File: src/rtl/can_bittime_fd.sv
// CAN / CAN FD bit-timing engine: quantum counter, SJW-limited resynchronisation,
// hard sync, nominal/data timing sets with bit-rate switch, and optional triple sampling.
module can_bittime_fd #(
    parameter int T1W  = 8,
    parameter int T2W  = 6,
    parameter int SJWW = 5
) (
    input  logic            clock,
    input  logic            reset,
    input  logic            tq_en,
    input  logic            hardsync,
    input  logic            rx,
    input  logic            phase_sel,
    input  logic            triple_smp,
    input  logic [T1W-1:0]  nom_tseg1,
    input  logic [T2W-1:0]  nom_tseg2,
    input  logic [SJWW-1:0] nom_sjw,
    input  logic [T1W-1:0]  dat_tseg1,
    input  logic [T2W-1:0]  dat_tseg2,
    input  logic [SJWW-1:0] dat_sjw,
    output logic            smplpoint,
    output logic            sendpoint,
    output logic            smpldbit,
    output logic            data_phase,
    output logic [T1W:0]    tq_cnt,
    output logic [1:0]      bitst
);
    localparam int EW = T1W + 2;
    localparam logic [T1W:0] TQ_ONE = 1;

    typedef enum logic [1:0] {
        ST_RST  = 2'd0,
        ST_SYNC = 2'd1,
        ST_SEG1 = 2'd2,
        ST_SEG2 = 2'd3
    } state_t;

    state_t          r_state;
    logic [T1W:0]    r_tq_cnt;
    logic            r_smplpoint, r_sendpoint, r_smpldbit, r_data_phase;
    logic [SJWW-1:0] r_ext, r_shrink;
    logic            r_resync_done, r_rx_q, r_rx_q2;
    logic [T1W-1:0]  r_cfg_tseg1;
    logic [T2W-1:0]  r_cfg_tseg2;
    logic [SJWW-1:0] r_cfg_sjw;

    logic            w_edge, w_hard, w_resync, w_maj, w_bit;
    logic [T1W-1:0]  w_sel_tseg1;
    logic [T2W-1:0]  w_sel_tseg2, w_ph_tseg2;
    logic [SJWW-1:0] w_sel_sjw, w_ph_sjw, w_late_ext, w_ext_eff;
    logic [EW-1:0]   w_e, w_sjw, w_sp_idx, w_end_idx, w_pe;

    // Falling edge seen only while the last sampled bit was recessive.
    assign w_edge   = tq_en & ~rx & r_rx_q & r_smpldbit;
    assign w_hard   = w_edge & hardsync;
    assign w_resync = w_edge & ~hardsync & ~r_resync_done;

    assign w_sel_tseg1 = r_data_phase ? dat_tseg1 : nom_tseg1;
    assign w_sel_tseg2 = r_data_phase ? dat_tseg2 : nom_tseg2;
    assign w_sel_sjw   = r_data_phase ? dat_sjw   : nom_sjw;
    assign w_ph_tseg2  = phase_sel ? dat_tseg2 : nom_tseg2;
    assign w_ph_sjw    = phase_sel ? dat_sjw   : nom_sjw;

    assign w_e        = {1'b0, r_tq_cnt};
    assign w_sjw      = EW'(r_cfg_sjw);
    assign w_late_ext = (w_e < w_sjw) ? SJWW'(r_tq_cnt) : r_cfg_sjw;
    // A late edge on the sample tick itself pushes the sample point out before it is taken.
    assign w_ext_eff  = (r_state == ST_SEG1 && w_resync) ? w_late_ext : r_ext;
    assign w_sp_idx   = EW'(r_cfg_tseg1) + EW'(w_ext_eff);
    assign w_end_idx  = EW'(r_cfg_tseg1) + EW'(r_ext) + EW'(r_cfg_tseg2) - EW'(r_shrink);
    assign w_pe       = w_end_idx - w_e + EW'(1);

    assign w_maj = (rx & r_rx_q) | (rx & r_rx_q2) | (r_rx_q & r_rx_q2);
    assign w_bit = (triple_smp && !r_data_phase) ? w_maj : rx;

    always_ff @(posedge clock or negedge reset) begin
        if (!reset) begin
            r_state       <= ST_RST;
            r_tq_cnt      <= '0;
            r_smplpoint   <= 1'b0;
            r_sendpoint   <= 1'b0;
            r_smpldbit    <= 1'b1;
            r_data_phase  <= 1'b0;
            r_ext         <= '0;
            r_shrink      <= '0;
            r_resync_done <= 1'b0;
            r_rx_q        <= 1'b1;
            r_rx_q2       <= 1'b1;
            r_cfg_tseg1   <= '0;
            r_cfg_tseg2   <= '0;
            r_cfg_sjw     <= '0;
        end else begin
            r_smplpoint <= 1'b0;
            r_sendpoint <= 1'b0;
            if (tq_en) begin
                r_rx_q  <= rx;
                r_rx_q2 <= r_rx_q;
                if (w_hard) begin
                    r_state       <= ST_SEG1;
                    r_tq_cnt      <= TQ_ONE;
                    r_sendpoint   <= 1'b1;
                    r_ext         <= '0;
                    r_shrink      <= '0;
                    r_resync_done <= 1'b1;
                    r_cfg_tseg1   <= w_sel_tseg1;
                    r_cfg_tseg2   <= w_sel_tseg2;
                    r_cfg_sjw     <= w_sel_sjw;
                end else begin
                    case (r_state)
                        ST_RST: begin
                            r_state     <= ST_SEG1;
                            r_tq_cnt    <= TQ_ONE;
                            r_cfg_tseg1 <= w_sel_tseg1;
                            r_cfg_tseg2 <= w_sel_tseg2;
                            r_cfg_sjw   <= w_sel_sjw;
                        end
                        ST_SYNC: begin
                            r_state  <= ST_SEG1;
                            r_tq_cnt <= TQ_ONE;
                        end
                        ST_SEG1: begin
                            r_tq_cnt <= r_tq_cnt + TQ_ONE;
                            if (w_resync) begin
                                r_ext         <= w_late_ext;
                                r_resync_done <= 1'b1;
                            end
                            if (w_e == w_sp_idx) begin
                                r_smplpoint   <= 1'b1;
                                r_smpldbit    <= w_bit;
                                r_data_phase  <= phase_sel;
                                r_cfg_tseg2   <= w_ph_tseg2;
                                r_cfg_sjw     <= w_ph_sjw;
                                r_resync_done <= 1'b0;
                                r_state       <= ST_SEG2;
                            end
                        end
                        ST_SEG2: begin
                            if (w_resync && w_pe <= w_sjw) begin
                                // Early edge within SJW reach: this tick becomes the sync segment.
                                r_state       <= ST_SEG1;
                                r_tq_cnt      <= TQ_ONE;
                                r_sendpoint   <= 1'b1;
                                r_ext         <= '0;
                                r_shrink      <= '0;
                                r_resync_done <= 1'b1;
                                r_cfg_tseg1   <= w_sel_tseg1;
                                r_cfg_tseg2   <= w_sel_tseg2;
                                r_cfg_sjw     <= w_sel_sjw;
                            end else begin
                                if (w_resync) begin
                                    r_shrink      <= r_cfg_sjw;
                                    r_resync_done <= 1'b1;
                                end
                                if (w_e >= w_end_idx) begin
                                    r_state     <= ST_SYNC;
                                    r_tq_cnt    <= '0;
                                    r_sendpoint <= 1'b1;
                                    r_ext       <= '0;
                                    r_shrink    <= '0;
                                    r_cfg_tseg1 <= w_sel_tseg1;
                                    r_cfg_tseg2 <= w_sel_tseg2;
                                    r_cfg_sjw   <= w_sel_sjw;
                                end else begin
                                    r_tq_cnt <= r_tq_cnt + TQ_ONE;
                                end
                            end
                        end
                    endcase
                end
            end
        end
    end

    assign smplpoint  = r_smplpoint;
    assign sendpoint  = r_sendpoint;
    assign smpldbit   = r_smpldbit;
    assign data_phase = r_data_phase;
    assign tq_cnt     = r_tq_cnt;
    assign bitst      = r_state;
endmodule

File: config.mk
export PLATFORM = sky130hd
export DESIGN_NAME = can_bittime_fd
export DESIGN_NICKNAME = d
export VERILOG_FILES = /design/src/rtl/can_bittime_fd.sv
export SDC_FILE = /design/constraint.sdc
export NUM_CORES = 1
export LEC_CHECK = 0
export CORE_UTILIZATION = 55
export CTS_CLUSTER_SIZE = 30
export DETAILED_ROUTE_END_ITERATION = 12
export DONT_BUFFER_PORTS = 1
export PLACE_DENSITY = 0.79
export SYNTH_ARGS = -nofsm -noshare
export SYNTH_HDL_FRONTEND = slang
export SYNTH_SLANG_ARGS = --single-unit
File: constraint.sdc
create_clock -name clock -period 5.1 [get_ports clock]
set_clock_uncertainty 0.2 [all_clocks]
set_input_delay 1.02 -clock clock [delete_from_list [all_inputs] [get_ports clock]]
set_output_delay 1.02 -clock clock [all_outputs]
set_load 0.005 [all_outputs]
# After elaboration in Yosys (flattened, before gate mapping)
# Cells that the tools add are included.
dict set report op_classes {
  n_addsub 7
  order_cmp 3
  n_eq_ne 7
  mux 55
  n_bitwise 15
  reduce_logical 18
}
# cell count
set ops {}
lappend ops {{$mux W5} 17}
lappend ops {{$mux W6} 6}
lappend ops {{$mux W8} 4}
lappend ops {{$mux W9} 3}
lappend ops {{$pmux W9 S3} 1}
lappend ops {{$add A8 B5 Y9} 2}
lappend ops {{$pmux W6 S3} 1}
lappend ops {{$pmux W8 S2} 1}
lappend ops {{$pmux W5 S3} 1}
lappend ops {{$mux W1} 14}
lappend ops {{$reduce_and A4 Y1} 3}
lappend ops {{$add A10 B1 Y10 const B} 1}
lappend ops {{$add A9 B6 Y10} 1}
lappend ops {{$ge A9 B10 Y1} 1}
lappend ops {{$le A10 B5 Y1} 1}
lappend ops {{$pmux W5 S2} 1}
lappend ops {{$sub A10 B5 Y10} 1}
lappend ops {{$sub A10 B9 Y10} 1}
lappend ops {{$add A9 B1 Y9 const B} 1}
lappend ops {{$and A1 B1 Y1} 9}
lappend ops {{$eq A9 B9 Y1} 1}
lappend ops {{$lt A9 B5 Y1} 1}
lappend ops {{$reduce_and A3 Y1} 3}
lappend ops {{$mux W2} 4}
lappend ops {{other kinds (17)} 26}
dict set report totals {
  reg_bits 47
  output_inout_bits 15
  wordCells 119
}

# Depth between registers and ports, before layout
# Gate-level depths: netlist (run 1).
dict set report logic_depth {
  depth_word 14
  ltp_mapped 24
}

# Least setup slack after synthesis (run 1)
# No wires, ideal clock.
dict set report synth_path {
  path_type {register to register}
  startpoint {reg r_ext[2]}
  endpoint {reg r_cfg_sjw[0]}
  setup_time_ps 125
  arrival_time_ps 5257
  setup_slack_ps -482
  path_stages_with_launch 24
  path_buffers 1
  synth_period_minus_slack_ps 5582
  cell_sequence {dfrtp_1 -> fa_1 -> inv_1 -> fa_1 -> inv_1 -> ha_1 -> a21o_1 -> a21oi_1 -> o21bai_1 -> a21oi_1 -> o21bai_1 -> a21oi_1 -> xnor2_1 -> ha_1 -> ha_1 -> a21oi_1 -> a21bo_2 -> and3_1 -> o211a_1 -> o2111ai_4 -> nand2_4 -> a21oi_2 -> buf_6 -> mux2_4}
}
dict set report synth_via {
  elab_chain_cells 10
  word_cells_on_any_way 17
  cone_classes {add/sub: 6; order compare: 2; eq/ne: 3; mux: 4; reduce/logical: 2}
}
# item line_no
set synth_rtl {}
lappend synth_rtl {{start, declared} 41} ;# logic [SJWW-1:0] r_ext, r_shrink;
lappend synth_rtl {{start signal, assigned} 124} ;# r_ext <= w_late_ext;
lappend synth_rtl {{$add A8 B5 Y9} 70} ;# assign w_end_idx = EW'(r_cfg_tseg1) + EW'(r_ext) + EW'(r_cfg_tseg2) - EW'(r_shrink);
lappend synth_rtl {{$add A9 B6 Y10} 70}
lappend synth_rtl {{$sub A10 B5 Y10} 70}
lappend synth_rtl {{$sub A10 B9 Y10} 71} ;# assign w_pe = w_end_idx - w_e + EW'(1);
lappend synth_rtl {{$add A10 B1 Y10} 71}
lappend synth_rtl {{$le A10 B5 Y1} 138} ;# if (w_resync && w_pe <= w_sjw) begin
lappend synth_rtl {{$logic_and A1 B1 Y1} 138}
lappend synth_rtl {{$mux W5} 138}
lappend synth_rtl {{$pmux W5 S3} 109} ;# case (r_state)
lappend synth_rtl {{$mux W5} 98} ;# if (w_hard) begin
lappend synth_rtl {{end signal, assigned} 107} ;# r_cfg_sjw <= w_sel_sjw;
lappend synth_rtl {{end signal, assigned} 115} ;# r_cfg_sjw <= w_sel_sjw;
lappend synth_rtl {{end signal, assigned} 148} ;# r_cfg_sjw <= w_sel_sjw;
lappend synth_rtl {{end, declared} 45} ;# logic [SJWW-1:0] r_cfg_sjw;
# Several ways; a longest one is shown, not always the timed one.
# A chain may end at the register's enable or synchronous reset.

# Worst setup path after layout (run 1)
dict set report layout_path {
  startpoint {reg r_shrink[2]}
  endpoint {reg r_shrink[4]}
}
dict set report layout_via {
  elab_chain_cells 8
  word_cells_on_any_way 12
  cone_classes {add/sub: 3; order compare: 2; mux: 4; reduce/logical: 3}
}
# item line_no
set layout_rtl {}
lappend layout_rtl {{start, declared} 41}
lappend layout_rtl {{start signal, assigned} 151} ;# r_shrink <= r_cfg_sjw;
lappend layout_rtl {{$sub A10 B5 Y10 *} 70}
lappend layout_rtl {{$sub A10 B9 Y10} 71}
lappend layout_rtl {{$add A10 B1 Y10} 71}
lappend layout_rtl {{$le A10 B5 Y1} 138}
lappend layout_rtl {{$logic_and A1 B1 Y1} 138}
lappend layout_rtl {{$mux W5} 138}
lappend layout_rtl {{$mux W5} 109}
lappend layout_rtl {{$mux W5} 98}
# Every way passes the cells marked *; elsewhere a longest branch is shown, timed or not. The select of a mux whose other input is x is not followed.

==> implementation parameters, run 1 <==
Parameter                              Value

Yosys
  Yosys top cell area share    0.2385
  Synth async-reset ratio    1.000
  Netlist area before placement    0.004616 sq mm
  Number of enable-type register cells in the synthesized netlist    0
  Dominant register cell in the synthesized netlist    sky130_fd_sc_hd__dfrtp_1
  Post-synth cell types    70
  Sequential-to-total area share from yosys stat    0.2556
  Synthesized netlist cell count    487
  Avg Inst Size Synth    9.478 sq um
  Total of flip-flops plus latches after synthesis    47
  Dominant cell by count in the synthesized netlist    sky130_fd_sc_hd__inv_1
  Cells taking the most area after synthesis    sky130_fd_sc_hd__dfrtp_1, sky130_fd_sc_hd__ha_1, sky130_fd_sc_hd__mux2i_1, sky130_fd_sc_hd__inv_1, sky130_fd_sc_hd__fa_1
  Mapped Nets    602
  Yosys warning total    0
  Cell type contributing the most total cell area after synthesis    sky130_fd_sc_hd__dfrtp_1
  Top cells by instance count after synthesis    sky130_fd_sc_hd__inv_1, sky130_fd_sc_hd__ha_1, sky130_fd_sc_hd__dfrtp_1

Finish
  Number of fill cells    613
  Inserted Diodes    0
  Core utilization of the finished layout    0.6924
  Fraction of final layout cells with drive strength greater than 1    0.2703
  Final Non-Filler Cells    660
  Net count reported at finish    669
  Growth of design area from synthesis to finish    22.63%

Global route
  Antenna violations before repair    0
  Total GRT Usage    0.2912
  Congestion Overflow GR    0
  Pin count of the biggest net entering global routing    48
  Number of global-route vias before repair    3992
  Wire length of the first global-routing pass    19620 um

Die
  Site row count    33
  Core Area    0.008175 sq mm
  Die area    0.008763 sq mm
  Die boundary width    93.61 um
  Vertical die dimension    93.61 um
  Top Ports    60
  Starting density of the core    0.5646

Clock tree
  CTS H-tree depth    2
  Quantity of hold-fixing buffers added after cts    0
  CTS Root Cell    sky130_fd_sc_hd__clkbuf_8
  Clock-pin slew on the worst setup and hold paths    0.10 ns
  Clock latency of the later-clocked register in the worst-skew pair    0.31 ns
  Number of CTS-inserted buffers    5
  CTS tree    yes
  Total number of clock tree sinks    47
  Maximum buffer depth of the clock tree    2

Placed design
  Input/output buffers    0
  Cell Count Post-Placement    641
  Final GP Congestion    0.9584
  DPL Wire Length    9655 um

Setup path
  Launch instance of the worst register-to-register path    r_shrink[2]
  Arrival time at the worst endpoint    5.55 ns
  Max stage delay on crit path    0.53 ns
  Data required time of the worst path    5.10 ns
  Max stage delay cell, worst path    sky130_fd_sc_hd__fa_1
  Worst R2R Setup Slack    -0.45 ns
  Worst Path Max Fanout    6
  Worst R2R Path Depth    25
  FF-to-FF End    r_shrink[4]
  Critical path type    register to register
  Critical path launch point type    register
  Worst setup EP type    register

STA
  Relative slew margins    0.1988
  Final critical path time including I/O delays and setup    5.547 ns
  Slack of the critical path    -0.4465 ns
  Final Slew Violations    0
  Unrepaired setup endpoints after global routing    yes
  Max Clock Freq    180.3 MHz
  Final setup violation count    41
  Final hold violations    0
  Slew at the pin with the worst max-slew slack    1.197 ns
  Setup TNS    -15.56 ns
  Crit share post-route    1.088

Drt
  Final wirelength    12520 um
  Routed wirelength normalized by instance count    18.97 um
  Number of DRC violations after detailed routing    0
  Antenna viol nets, final    0
  Initial detailed-routing violation count    245
  Post-detailed-route via-to-cell ratio    6.136
  Overall via count from detail_route    4050
  Pre-Repair DR Iteration Count    5

Outcome
  Outcome    finished with violations
  Violated checks    setup timing

Hold path
  Worst min-delay path category    input pin to asynchronous set/reset pin

Flow run
  Number of violations of the max-capacitance limit    0
[cell usage in the layout (no fill, tap or decap), types with 6 or more instances in the layout]
master	netlist	layout
sky130_fd_sc_hd__nor3_1	8	6
sky130_fd_sc_hd__a211oi_1	9	6
sky130_fd_sc_hd__inv_1	66	63
sky130_fd_sc_hd__fa_1	12	11
sky130_fd_sc_hd__o21a_1	9	9
sky130_fd_sc_hd__ha_1	58	50
sky130_fd_sc_hd__a21oi_1	28	23
sky130_fd_sc_hd__and3_1	10	9
sky130_fd_sc_hd__nor2_1	23	22
sky130_fd_sc_hd__nand2_1	12	12
sky130_fd_sc_hd__mux2i_1	32	31
sky130_fd_sc_hd__xnor2_1	13	13
sky130_fd_sc_hd__buf_6	1	9
sky130_fd_sc_hd__a21o_1	9	9
sky130_fd_sc_hd__o21ai_0	21	16
sky130_fd_sc_hd__nand3_1	12	12
sky130_fd_sc_hd__dfrtp_1	44	44
sky130_fd_sc_hd__mux2_2	9	7
sky130_fd_sc_hd__buf_4	0	62
sky130_fd_sc_hd__ha_4	0	6
[sequential cells by signal, indices dropped and copies added, names as in the netlist]
register	flops
sendpoint	1
r_cfg_tseg2	6
data_phase	1
smplpoint	1
r_rx_q	1
r_ext	5
smpldbit	1
bitst	2
r_shrink	5
tq_cnt	9
r_resync_done	1
r_cfg_tseg1	8
r_cfg_sjw	5
r_rx_q2	1
[worst max-delay path: cells and delay by family, from the launching register on]
family,cells,cell delay (ns)
flops,1,0.38
xor+xnor,1,0.17
compound gates,11,2.03
buf+inv,6,0.58
simple gates,2,0.25
fa+ha+maj,5,1.81
[through the flow]
step / setup WS [ns] / instance area [sq um] / hold WS, ns
final: -0.4465 / 5660 / 0.1989
after global routing: -0.6129 / 5660 / 0.1816
after CTS: -0.4288 / 5468 / 0.1885
after detailed placement: -0.5011 / 5275 / 0.3000
after global placement: -0.3756 / 5275 / 0.2810
after floorplan: -0.1277 / 4740 / 0.2658
[cells by family (layout without fill, tap and decap cells)]
logic type,count (synthesis),in the layout,share of synthesized area
compound gates,139,139,0.2236
simple gates,89,89,0.1082
buf+inv,79,147,0.06696
fa+ha+maj,70,70,0.2093
flops,47,47,0.2556
mux,44,44,0.1003
xor+xnor,19,19,0.03605
[worst max path at each step]
stage	from	endpoint	slack, ns	depth (start not counted)
finish	r_shrink[2]	r_shrink[4]	-0.45	25
floorplan	r_shrink[2]	r_cfg_tseg1[2]	-0.13	23
global route	r_shrink[2]	r_cfg_sjw[0]	-0.61	25
detailed placement	r_shrink[2]	bitst[1]	-0.50	24
CTS	r_shrink[2]	r_cfg_tseg2[3]	-0.43	24
global placement	r_cfg_tseg1[1]	r_ext[2]	-0.38	20
[routing by layer]
metal  GRT usage  vias up  wire (um)
met1      0.3760     1973       5286
li1            -     1887          -
met2      0.5031      164       6263
met5           0        -          0
met4     0.08205        0        190
met3     0.04472       26        783
[layout make-up]
cell class,instances,area (sq um),area share
tap,105,131.4,0.02321
clock inverter,3,18.77,0.003316
inverter,66,247.7,0.04377
clock buffer,5,68.82,0.01216
sequential,47,1180,0.2084
multi-input combinational,361,3412,0.6028
timing repair buffer,73,601.8,0.1063
[timing repair]
| item | 4_1_cts | 5_1_grt |
|---|---|---|
| resized for setup | 19 | 27 |
| endpoints found under the setup margin | 41 | 44 |
| pin swaps | 19 | 13 |
| buffers inserted | 5 | 6 |
Power of run 1 is not shown: default switching activity piles up to over one toggle a cycle in this logic, so the estimate is an artifact.
==> inputs of run 2 (changes only) <==
--- a/config.mk
+++ b/config.mk
@@ -5,11 +5,12 @@
 export SDC_FILE = /design/constraint.sdc
 export NUM_CORES = 1
 export LEC_CHECK = 0
+export ABC_AREA = 0
 export CORE_UTILIZATION = 55
 export CTS_CLUSTER_SIZE = 30
 export DETAILED_ROUTE_END_ITERATION = 12
 export DONT_BUFFER_PORTS = 1
-export PLACE_DENSITY = 0.79
+export PLACE_DENSITY = 0.76
 export SYNTH_ARGS = -nofsm -noshare
 export SYNTH_HDL_FRONTEND = slang
 export SYNTH_SLANG_ARGS = --single-unit
==> constraint.sdc (replaced) <==
create_clock -name clock -period 5.5 [get_ports clock]
set_clock_uncertainty 0.2 [all_clocks]
set_input_delay 1.1 -clock clock [delete_from_list [all_inputs] [get_ports clock]]
set_output_delay 1.1 -clock clock [all_outputs]
set_load 0.005 [all_outputs]
==> run 2 against run 1 <==
Net effect:
- the run still ends with setup timing left
- final cell count shrank 1.4%
- maximum frequency is 1.5% lower
- final area decreased by 1.5%
- first-iteration DRC count increased by 21%
- critical path type unchanged
- largest cell class unchanged
- highest routed layer unchanged
==> implementation parameters, run 2 (synthesis gave the netlist of run 1 again) <==
Parameter                              Value

Hold path
  Worst min-delay path category    input pin to asynchronous set/reset pin

Outcome
  Violated checks    setup timing
  Outcome    finished with violations

Drt
  Routed wirelength normalized by instance count    19.58 um
  Post-detailed-route via-to-cell ratio    6.223
  Pre-Repair DR Iteration Count    5
  Antenna viol nets, final    0
  Initial detailed-routing violation count    296
  Overall via count from detail_route    4051
  Number of DRC violations after detailed routing    0
  Final wirelength    12750 um

Clock tree
  Number of CTS-inserted buffers    5
  Maximum buffer depth of the clock tree    2
  CTS H-tree depth    2
  CTS tree    yes
  Clock latency of the later-clocked register in the worst-skew pair    0.31 ns
  Clock-pin slew on the worst setup and hold paths    0.10 ns
  CTS Root Cell    sky130_fd_sc_hd__clkbuf_8
  Quantity of hold-fixing buffers added after cts    0
  Total number of clock tree sinks    47

Die
  Die boundary width    93.61 um
  Site row count    33
  Die area    0.008763 sq mm
  Top Ports    60
  Starting density of the core    0.5646
  Vertical die dimension    93.61 um
  Core Area    0.008175 sq mm

Finish
  Fraction of final layout cells with drive strength greater than 1    0.2637
  Growth of design area from synthesis to finish    20.76%
  Largest register FFs    9
  Number of fill cells    606
  Net count reported at finish    660
  Inserted Diodes    0
  Most common cell after layout, fill and taps aside    sky130_fd_sc_hd__inv_1
  Leading cell types in the layout, fill and taps excluded    sky130_fd_sc_hd__inv_1, sky130_fd_sc_hd__buf_4, sky130_fd_sc_hd__ha_1, sky130_fd_sc_hd__dfrtp_1, sky130_fd_sc_hd__mux2i_1
  Final Non-Filler Cells    651

Setup path
  Data required time of the worst path    5.50 ns
  Beginning of the critical path    r_cfg_tseg1[1]
  FF-to-FF End    r_cfg_sjw[0]
  Worst Path Max Fanout    6
  Worst R2R Setup Slack    -0.13 ns
  Worst setup EP type    register
  Arrival time at the worst endpoint    5.63 ns
  Critical path launch point type    register
  Critical path type    register to register
  Launch instance of the worst register-to-register path    r_cfg_tseg1[1]
  Worst R2R Path Depth    21

Placed design
  DPL Wire Length    9507 um
  Cell Count Post-Placement    627
  Final GP Congestion    0.9902
  Input/output buffers    0

Global route
  Pin count of the biggest net entering global routing    48
  Total GRT Usage    0.2930
  Congestion Overflow GR    0
  Antenna violations before repair    0
  Wire length of the first global-routing pass    19620 um
  Number of global-route vias before repair    3955

STA
  Worst hold margin    0.2754 ns
  Final critical path time including I/O delays and setup    5.631 ns
  Slew at the pin with the worst max-slew slack    1.086 ns
  Final Slew Violations    0
  Unrepaired setup endpoints after global routing    yes
  Slack of the critical path    -0.1312 ns
  Final setup violation count    25
  Final hold violations    0
  Crit share post-route    1.024
  Max Clock Freq    177.6 MHz
  Relative slew margins    0.2732

Flow run
  Number of violations of the max-capacitance limit    0
==> run 2: changes by cell type in the layout (fill, tap and decap cells not counted), moves of 4 or more <==
cell                       change
sky130_fd_sc_hd__buf_6         -6
sky130_fd_sc_hd__a211oi_2      +4
sky130_fd_sc_hd__ha_1          -4
sky130_fd_sc_hd__ha_4          +4
sky130_fd_sc_hd__o21ai_0       +4
sky130_fd_sc_hd__o21ai_1       -4
==> run 2: per-layer routing <==
metal	GRT usage	vias up	share of wire
met1	0.3807	1948	0.40
met5	0	-	0
met3	0.04309	40	0.077
met2	0.4994	189	0.49
li1	-	1874	-
met4	0.09487	0	0.031
==> run 2: worst max path at each step <==
stage                               to  slack, ns  depth (start not counted)
after floorplan           r_cfg_sjw[0]      0.006                         23
after detailed placement  r_cfg_sjw[1]      -0.31                         23
after CTS                    tq_cnt[6]      -0.02                         22
after global routing      r_cfg_sjw[0]      -0.29                         21
final                     r_cfg_sjw[0]      -0.13                         21
after global placement       tq_cnt[6]      -0.16                         22
==> run 2: repair_timing <==
item / 4_1_cts / 5_1_grt
pin swaps: 31 / 9
cloned: 0 / 0
endpoints found under the setup margin: 40 / 41
resized for setup: 29 / 19
buffers inserted: 11 / 5
==> run 2: per-stage QoR <==
step	utilization	TNS [ns]	setup slack [ns]	instance area, sq um
3_5_place_dp	0.6188	-8.241	-0.3138	5059
4_1_cts	0.6627	-0.03485	-0.01731	5418
3_3_place_gp	0.6188	-3.215	-0.1573	5059
6_report	0.6818	-1.777	-0.1312	5574
2_1_floorplan	-	0	0.005688	4628
5_1_grt	0.6818	-8.525	-0.2948	5574
==> run 2: area by class of cell <==
cell class	count	area, sq um	area share
multi-input combinational	361	3411	0.6119
sequential	47	1180	0.2117
timing repair buffer	64	491.7	0.08822
inverter	66	247.7	0.04444
tap	105	131.4	0.02357
clock buffer	5	68.82	0.01235
clock inverter	3	43.79	0.007856
==> run 2: critical path: stages, from the launching register on <==
cell and delay [ns]:
sky130_fd_sc_hd__dfrtp_1 0.37, sky130_fd_sc_hd__inv_2 0.06, sky130_fd_sc_hd__fa_1 0.50, sky130_fd_sc_hd__fa_1 0.50, sky130_fd_sc_hd__inv_1 0.05, sky130_fd_sc_hd__ha_2 0.20, sky130_fd_sc_hd__fa_2 0.41, sky130_fd_sc_hd__a211oi_2 0.34
sky130_fd_sc_hd__o21bai_1 0.16, sky130_fd_sc_hd__a21oi_1 0.18, sky130_fd_sc_hd__xnor2_1 0.18, sky130_fd_sc_hd__ha_1 0.29, sky130_fd_sc_hd__ha_2 0.30, sky130_fd_sc_hd__a21o_1 0.22, sky130_fd_sc_hd__a22o_1 0.25, sky130_fd_sc_hd__a211oi_2 0.22
sky130_fd_sc_hd__o31ai_4 0.15, sky130_fd_sc_hd__o2111ai_4 0.12, sky130_fd_sc_hd__nand2_4 0.10, sky130_fd_sc_hd__a21oi_4 0.28, sky130_fd_sc_hd__buf_4 0.17, sky130_fd_sc_hd__mux2_4 0.28
Power of run 2 is left out for the same reason.
